===== src/rtl/vga_pkg.sv =====
// Shared VGA constants, sprite attribute record and renderer FSM states.
package vga_pkg;

  localparam int H_ACTIVE     = 640;
  localparam int V_ACTIVE     = 480;
  localparam int POS_W        = 10;
  // Colour field width held in each sprite record (3 bits per channel).
  localparam int ATTR_COLOR_W = 9;

  typedef struct packed {
    logic                    on;
    logic [POS_W-1:0]        x;
    logic [POS_W-1:0]        y;
    logic [ATTR_COLOR_W-1:0] color;
  } sprite_attr_t;

  typedef enum logic [1:0] {
    IDLE,
    RUN,
    COMMIT
  } fsm_state_t;

endpackage


===== src/rtl/sprite_hit.sv =====
// Combinational box test for one sprite. Bounds are widened by one bit so a
// sprite placed near column/row 1023 does not wrap back to the left/top edge.
module sprite_hit
  import vga_pkg::*;
#(
  parameter int SPR_SIZE = 16
) (
  input  logic             on,
  input  logic [POS_W-1:0] x,
  input  logic [POS_W-1:0] y,
  input  logic [POS_W-1:0] hpos,
  input  logic [POS_W-1:0] vpos,
  output logic             hit
);

  logic [POS_W:0] h_ext;
  logic [POS_W:0] v_ext;
  logic [POS_W:0] x_lo;
  logic [POS_W:0] y_lo;
  logic [POS_W:0] x_hi;
  logic [POS_W:0] y_hi;

  assign h_ext = {1'b0, hpos};
  assign v_ext = {1'b0, vpos};
  assign x_lo  = {1'b0, x};
  assign y_lo  = {1'b0, y};
  assign x_hi  = x_lo + (POS_W+1)'(SPR_SIZE);
  assign y_hi  = y_lo + (POS_W+1)'(SPR_SIZE);

  assign hit = on && (h_ext >= x_lo) && (h_ext < x_hi) &&
               (v_ext >= y_lo) && (v_ext < y_hi);

endmodule


===== src/rtl/sprite_renderer.sv =====
// Sprite renderer: two-stage pixel pipeline between the VGA sync generator and
// the DAC. Sprite attributes are written into shadow registers and copied to
// the live set once per frame on the rising edge of end_frame_in.
// Optional build macro: BORDER_EN draws an all-ones frame around the visible
// area, overriding sprites and background.
module sprite_renderer
  import vga_pkg::*;
#(
  parameter int                 NSPR     = 4,
  parameter int                 SPR_SIZE = 16,
  parameter int                 COLOR_W  = ATTR_COLOR_W,
  parameter logic [COLOR_W-1:0] BG_COLOR = '0
) (
  input  logic               clk,
  input  logic               rst,
  input  logic [POS_W-1:0]   hpos,
  input  logic [POS_W-1:0]   vpos,
  input  logic               pxl_en,
  input  logic               end_frame_in,
  input  logic               hsync_in,
  input  logic               vsync_in,
  input  logic               wr_valid,
  output logic               wr_ready,
  input  logic [2:0]         wr_idx,
  input  logic [POS_W-1:0]   wr_x,
  input  logic [POS_W-1:0]   wr_y,
  input  logic [COLOR_W-1:0] wr_color,
  input  logic               wr_on,
  output logic [COLOR_W-1:0] rgb,
  output logic               hsync,
  output logic               vsync,
  output logic               collision
);

  localparam int CNT_W = $clog2(NSPR + 1);

  fsm_state_t   state;
  fsm_state_t   state_nxt;
  logic         commit;
  logic         end_frame_q;
  logic         frame_rise;

  sprite_attr_t shadow [NSPR];
  sprite_attr_t live   [NSPR];

  logic [NSPR-1:0]    hit_vec;
  logic [COLOR_W-1:0] sel_color;
  logic               any_hit;
  logic [CNT_W-1:0]   hit_cnt;
  logic               multi_hit;

  logic [COLOR_W-1:0] color_q;
  logic               hit_q;
  logic               multi_q;
  logic               en_q;
  logic               hs_q;
  logic               vs_q;
  logic [COLOR_W-1:0] rgb_nxt;
  logic               set_now;
  logic               sticky;

  assign frame_rise = end_frame_in && !end_frame_q;

  // State register.
  // NOTE: clocked state is always written with <= so every flop samples the
  // pre-edge values of its neighbours regardless of statement order.
  always_ff @(posedge clk or negedge rst) begin
    if (!rst) state <= IDLE;
    else      state <= state_nxt;
  end

  // Next-state logic: leave IDLE at once, commit once per end_frame_in edge.
  // NOTE: the default assignment first keeps this block free of latches.
  always_comb begin
    state_nxt = state;
    case (state)
      IDLE:    state_nxt = RUN;
      RUN:     if (frame_rise) state_nxt = COMMIT;
      COMMIT:  state_nxt = RUN;
      default: state_nxt = IDLE;
    endcase
  end

  // FSM outputs: writes are accepted only in RUN, the copy happens in COMMIT.
  always_comb begin
    wr_ready = 1'b0;
    commit   = 1'b0;
    case (state)
      RUN:     wr_ready = 1'b1;
      COMMIT:  commit   = 1'b1;
      default: ;
    endcase
  end

  // Previous end_frame_in level for edge detection.
  always_ff @(posedge clk or negedge rst) begin
    if (!rst) end_frame_q <= 1'b0;
    else      end_frame_q <= end_frame_in;
  end

  // Shadow attribute registers; out-of-range indices are dropped.
  // NOTE: these small register arrays are reset explicitly because a stale
  // enabled sprite after reset would be visible on screen.
  always_ff @(posedge clk or negedge rst) begin
    if (!rst) begin
      for (int i = 0; i < NSPR; i++) shadow[i] <= '0;
    end else if (wr_valid && wr_ready) begin
      for (int i = 0; i < NSPR; i++) begin
        if (wr_idx == 3'(i)) begin
          shadow[i].on    <= wr_on;
          shadow[i].x     <= wr_x;
          shadow[i].y     <= wr_y;
          shadow[i].color <= ATTR_COLOR_W'(wr_color);
        end
      end
    end
  end

  // Live attribute set, updated atomically during COMMIT only.
  always_ff @(posedge clk or negedge rst) begin
    if (!rst) begin
      for (int i = 0; i < NSPR; i++) live[i] <= '0;
    end else if (commit) begin
      live <= shadow;
    end
  end

  for (genvar g = 0; g < NSPR; g++) begin : g_hit
    sprite_hit #(.SPR_SIZE(SPR_SIZE)) u_hit (
      .on   (live[g].on),
      .x    (live[g].x),
      .y    (live[g].y),
      .hpos (hpos),
      .vpos (vpos),
      .hit  (hit_vec[g])
    );
  end

  // Priority select (lowest index wins) and hit count for collision.
  // NOTE: blocking assignments here let each loop iteration build on the last.
  always_comb begin
    sel_color = '0;
    any_hit   = 1'b0;
    hit_cnt   = '0;
    for (int i = NSPR - 1; i >= 0; i--) begin
      if (hit_vec[i]) begin
        sel_color = COLOR_W'(live[i].color);
        any_hit   = 1'b1;
      end
    end
    for (int i = 0; i < NSPR; i++) hit_cnt = hit_cnt + CNT_W'(hit_vec[i]);
  end

  assign multi_hit = (hit_cnt > CNT_W'(1));

  // Stage 1: register the sprite decision alongside the delayed sync/enable.
  always_ff @(posedge clk or negedge rst) begin
    if (!rst) begin
      color_q <= '0;
      hit_q   <= 1'b0;
      multi_q <= 1'b0;
      en_q    <= 1'b0;
      hs_q    <= 1'b1;
      vs_q    <= 1'b1;
    end else begin
      color_q <= sel_color;
      hit_q   <= any_hit;
      multi_q <= multi_hit;
      en_q    <= pxl_en;
      hs_q    <= hsync_in;
      vs_q    <= vsync_in;
    end
  end

`ifdef BORDER_EN
  logic border_q;

  // Stage 1 border flag for the outermost visible rows and columns.
  always_ff @(posedge clk or negedge rst) begin
    if (!rst) border_q <= 1'b0;
    else      border_q <= (hpos == POS_W'(0)) || (hpos == POS_W'(H_ACTIVE - 1)) ||
                          (vpos == POS_W'(0)) || (vpos == POS_W'(V_ACTIVE - 1));
  end

  // Stage 2 colour: blank, border, sprite or background.
  always_comb begin
    rgb_nxt = '0;
    if (en_q) begin
      if (border_q)   rgb_nxt = '1;
      else if (hit_q) rgb_nxt = color_q;
      else            rgb_nxt = BG_COLOR;
    end
  end
`else
  // Stage 2 colour: blank, sprite or background.
  always_comb begin
    rgb_nxt = '0;
    if (en_q) rgb_nxt = hit_q ? color_q : BG_COLOR;
  end
`endif

  // Stage 2 output registers driving the DAC pins.
  always_ff @(posedge clk or negedge rst) begin
    if (!rst) begin
      rgb   <= '0;
      hsync <= 1'b1;
      vsync <= 1'b1;
    end else begin
      rgb   <= rgb_nxt;
      hsync <= hs_q;
      vsync <= vs_q;
    end
  end

  assign set_now = en_q && multi_q;

  // Sticky overlap flag for the current frame, published on every commit.
  always_ff @(posedge clk or negedge rst) begin
    if (!rst) begin
      sticky    <= 1'b0;
      collision <= 1'b0;
    end else if (commit) begin
      collision <= sticky || set_now;
      sticky    <= 1'b0;
    end else if (set_now) begin
      sticky    <= 1'b1;
    end
  end

endmodule

===== config.mk =====
export PLATFORM = sky130hd
export DESIGN_NAME = sprite_renderer
export DESIGN_NICKNAME = d
export VERILOG_FILES = /design/src/rtl/vga_pkg.sv /design/src/rtl/sprite_hit.sv /design/src/rtl/sprite_renderer.sv
export SDC_FILE = /design/constraint.sdc
export NUM_CORES = 1
export LEC_CHECK = 0
export CAP_MARGIN = 20
export CORE_MARGIN = 2
export CORE_UTILIZATION = 57
export CTS_BUF_LIST = sky130_fd_sc_hd__clkbuf_4
export CTS_CLUSTER_DIAMETER = 120
export DETAILED_ROUTE_END_ITERATION = 16
export GPL_ROUTABILITY_DRIVEN = 1
export PLACE_DENSITY = 0.79
export SLEW_MARGIN = 15
export SYNTH_ARGS = -nofsm -noshare
export SYNTH_HDL_FRONTEND = slang
export SYNTH_HIERARCHICAL = 1
export SYNTH_SLANG_ARGS = --single-unit
export TNS_END_PERCENT = 5

===== constraint.sdc =====
create_clock -name clk -period 3.25 [get_ports clk]
set_input_delay 0.4875 -clock clk [delete_from_list [all_inputs] [get_ports clk]]
set_output_delay 0.4875 -clock clk [all_outputs]
set_load 0.05 [all_outputs]

==> impl_metrics.py <==
metrics = {
    "logic_synthesis": {
        "synth_compound_gate_area_share_pct": 8.221,
        "async_reset_ff_share_pct": 100.0,
        "ys.flop_type": "dfrtp_1",
        "ys_seq_area_share_pct": 48.03,
        "syn_avg_cell_area_um2": 12.56,
        "synth.cell_area_mm2": 0.01408,
        "synth_edf_count": 0,
        "synth_mux_area_share_pct": 19.20,
        "ys_seq_elements": 270,
        "synthXorXnorAreaFrac_pct": 1.991,
        "synth_top_family_by_area": "multiplexers",
        "synth_adder_area_share_pct": 12.23,
        "synthSimpleGateAreaFrac_pct": 6.071,
        "syn_inst": 1121,
        "yosys_warnings": 6,
        "syn_nets": 1318,
        "yosysUniqueCellTypes": 62,
    },
    "layout": {
        "layout-drive-gt1-share_pct": 32.76,
        "fin_area_mm2": 0.01638,
        "final_common_cell": "dfrtp_1",
        "fin_nets": 1491,
        "fill_cells": 1834,
        "final_cell_mix": "dfrtp_1, mux2_2, ha_1, clkbuf_4, inv_1",
        "area_growth_pct": 16.35,
        "instances_no_fill": 1670,
        "fin_util_pct": 67.54,
    },
    "floorplan": {
        "die_x_um": 161.2,
        "coreArea_mm2": 0.02425,
        "start_util_pct": 58.05,
        "fp-row-count": 57,
        "pin_count": 73,
        "dieArea_mm2": 0.02597,
        "fp.dieH_um": 161.2,
    },
    "critical_path": {
        "crit_fanout": 11,
        "worstPathArrival_ps": 3710,
        "r2r-end": "color_q[3]",
        "timing.rr.start": "live[43]",
        "cp_data_required_time_ps": 3830,
        "reg2reg_slack_ps": 120,
        "reg2reg_depth": 12,
        "start_kind": "flop",
        "worstSetupPathType": "reg -> reg",
        "end_kind": "flop",
    },
    "power": {
        "power.share.sequential_pct": 41.7,
        "switchingPower_mw": 4.532,
        "p_leak_nw": 7.685,
        "power.density_mw_per_mm2": 796.7,
        "pwr-share-clk_pct": 22.5,
        "combPwrFrac_pct": 35.8,
        "switching_share_pct": 34.73,
        "vdd_drop_max_v": 0.0003903,
        "p_int_mw": 8.517,
    },
    "global_routing": {
        "grt_util_met2_pct": 41.44,
        "grtUsageMet1_pct": 34.35,
        "grtUsageTotal_pct": 25.52,
        "grt_pass1_vias": 10270,
        "top_usage_layer": "met2",
        "grt_pass1_wl_um": 52430,
        "grt_overflow": 0,
        "grt_max_degree": 89,
        "met3_usage_pct": 5.342,
        "antenna_found_initial": 3,
    },
    "sta": {
        "hold_viol_final": 0,
        "setup_tns_ps": 0,
        "hold_ws_ps": 187.4,
        "tightest_slew_ps": 790.1,
        "maxSlewViolCount": 0,
        "finalCritPeriodShare_pct": 96.19,
        "max_freq_mhz": 319.9,
        "finalCriticalPeriod_ps": 3126,
        "clock_skew_ps": 48.17,
        "max-slew-margin-rel_pct": 47.32,
        "grt_setup_unrepaired": "no",
        "setup_viol": 0,
    },
    "cts": {
        "cts_tree": "yes",
        "cts_max_path_buffers": 3,
        "path_clk_slew_ps": 60,
        "numCtsBuffers": 72,
        "htree_levels": 3,
        "clock-root-buffer": "clkbuf_4",
        "clock-sinks": 270,
        "post_cts_buffers": 0,
        "clk_latency_ps": 720,
    },
    "routing": {
        "ant_nets": 0,
        "via_per_inst": 5.641,
        "drt-initial-drc-count": 505,
        "vias": 9421,
        "drt-pass1-iter-count": 5,
        "finalWirelength_um": 31600,
        "wl_per_cell_um": 18.92,
        "drc_errors": 0,
    },
    "placement": {
        "placed_cell_area_mm2": 0.01545,
        "portBuffers": 72,
        "hpwl_um": 22320,
        "place_inst": 1543,
        "gp_congestion": 0.9254,
    },
    "hold_path": {
        "hp-class": "in -> reg",
        "hp-start": "vsync_in",
        "min_path_cells": 1,
        "holdPathEnd": "vs_q",
    },
    "outcome": {
        "outcome": "complete, no violations",
    },
    "flow_run": {
        "maxCapViolCount": 0,
    },
}
==> final cells by class <==
class	count	area [µm²]	share of cell area [%]
Antenna cell	3	7.507	0.04584
Timing Repair Buffer	131	1196	7.303
Clock buffer	107	803.3	4.905
Clock inverter	16	102.6	0.6264
Sequential cell	270	6761	41.28
Multi-Input combinational cell	722	6738	41.14
Tap cell	324	405.4	2.475
Inverter	97	364.1	2.223
==> critical path, stage by stage (launching register included) <==
cell and delay, ps:
dfrtp_1 390, ha_1 260, xnor2_1 140, ha_1 310, a21oi_2 140, nor2_1 70, a2111oi_4 310, a21oi_1 130
buf_4 160, nor4_2 380, buf_4 280, a221oi_1 120, o31ai_1 310
==> flip-flops by register name, summed over array words and instances, names as in the netlist, 2 cells and up <==
signal / cells
state: 2
live: 120
color_q: 9
shadow: 120
rgb: 9
==> logic make-up (layout without fill, tap and decap cells) <==
kind of cell	Yosys count	in the layout
flops	270	270
mux	240	240
compound gates	166	166
simple gates	147	147
fa+ha+maj	137	137
buf+inv	129	351
xor+xnor	32	32
other cells	0	3
==> cells in the mapped netlist, types with 9 or more instances <==
library cell / count / share of area, %
a21oi_1: 37 / 1.3
nand2_1: 26 / 0.69
mux2_2: 234 / 19
buf_6: 9 / 0.72
o211ai_1: 9 / 0.48
o21ai_1: 10 / 0.36
nor2_1: 22 / 0.59
ha_1: 136 / 12
o21a_1: 9 / 0.48
nand3_1: 30 / 1.1
o31ai_1: 13 / 0.69
nand2b_1: 11 / 0.49
o21ai_0: 27 / 0.96
a211oi_1: 12 / 0.64
xnor2_1: 32 / 2.0
dfrtp_1: 266 / 47
inv_1: 97 / 2.6
and3_1: 14 / 0.62
buf_4: 11 / 0.59
==> stage by stage <==
| step | worst slack, ps | power [mW] |
|---|---|---|
| 2_1_floorplan | 202.4 | 8.508 |
| 3_3_place_gp | -203.8 | 9.879 |
| 3_5_place_dp | -349.1 | 10.11 |
| 4_1_cts | 9.351 | 13.13 |
| 5_1_grt | 3.782 | 14.08 |
| 6_report | 124.0 | 13.05 |
==> power groups by stage <==
stage	sequential [mW]	combinational, mW	clock, mW
after floorplan	5.15	3.36	0
after global placement	5.41	4.47	0
after detailed placement	5.48	4.63	0
after CTS	5.43	4.67	3.04
after global routing	5.60	5.27	3.21
final	5.44	4.67	2.94
==> metal layers <==
layer | vias up | wire [µm]
li1 | 4424 | -
met1 | 4738 | 14550
met2 | 208 | 15000
met3 | 51 | 1458
met4 | 0 | 594
met5 | - | 0
==> how the worst max path moves through the flow <==
stage	from	to	cells after the start	slack, ps
2_1_floorplan	live[83]	multi_q	12	200
3_3_place_gp	vpos[8]	color_q[2]	10	-200
3_5_place_dp	vpos[4]	color_q[6]	10	-350
4_1_cts	live[44]	color_q[3]	13	9
5_1_grt	live[83]	multi_q	11	4
6_report	live[43]	color_q[3]	12	120
==> repair_timing <==
item,in CTS,in global routing
resized for setup,0,1
hold buffers,1,0
hold endpoints to repair,83,0
endpoints found under the setup margin,0,8
Power figures use the tool's default switching activity.
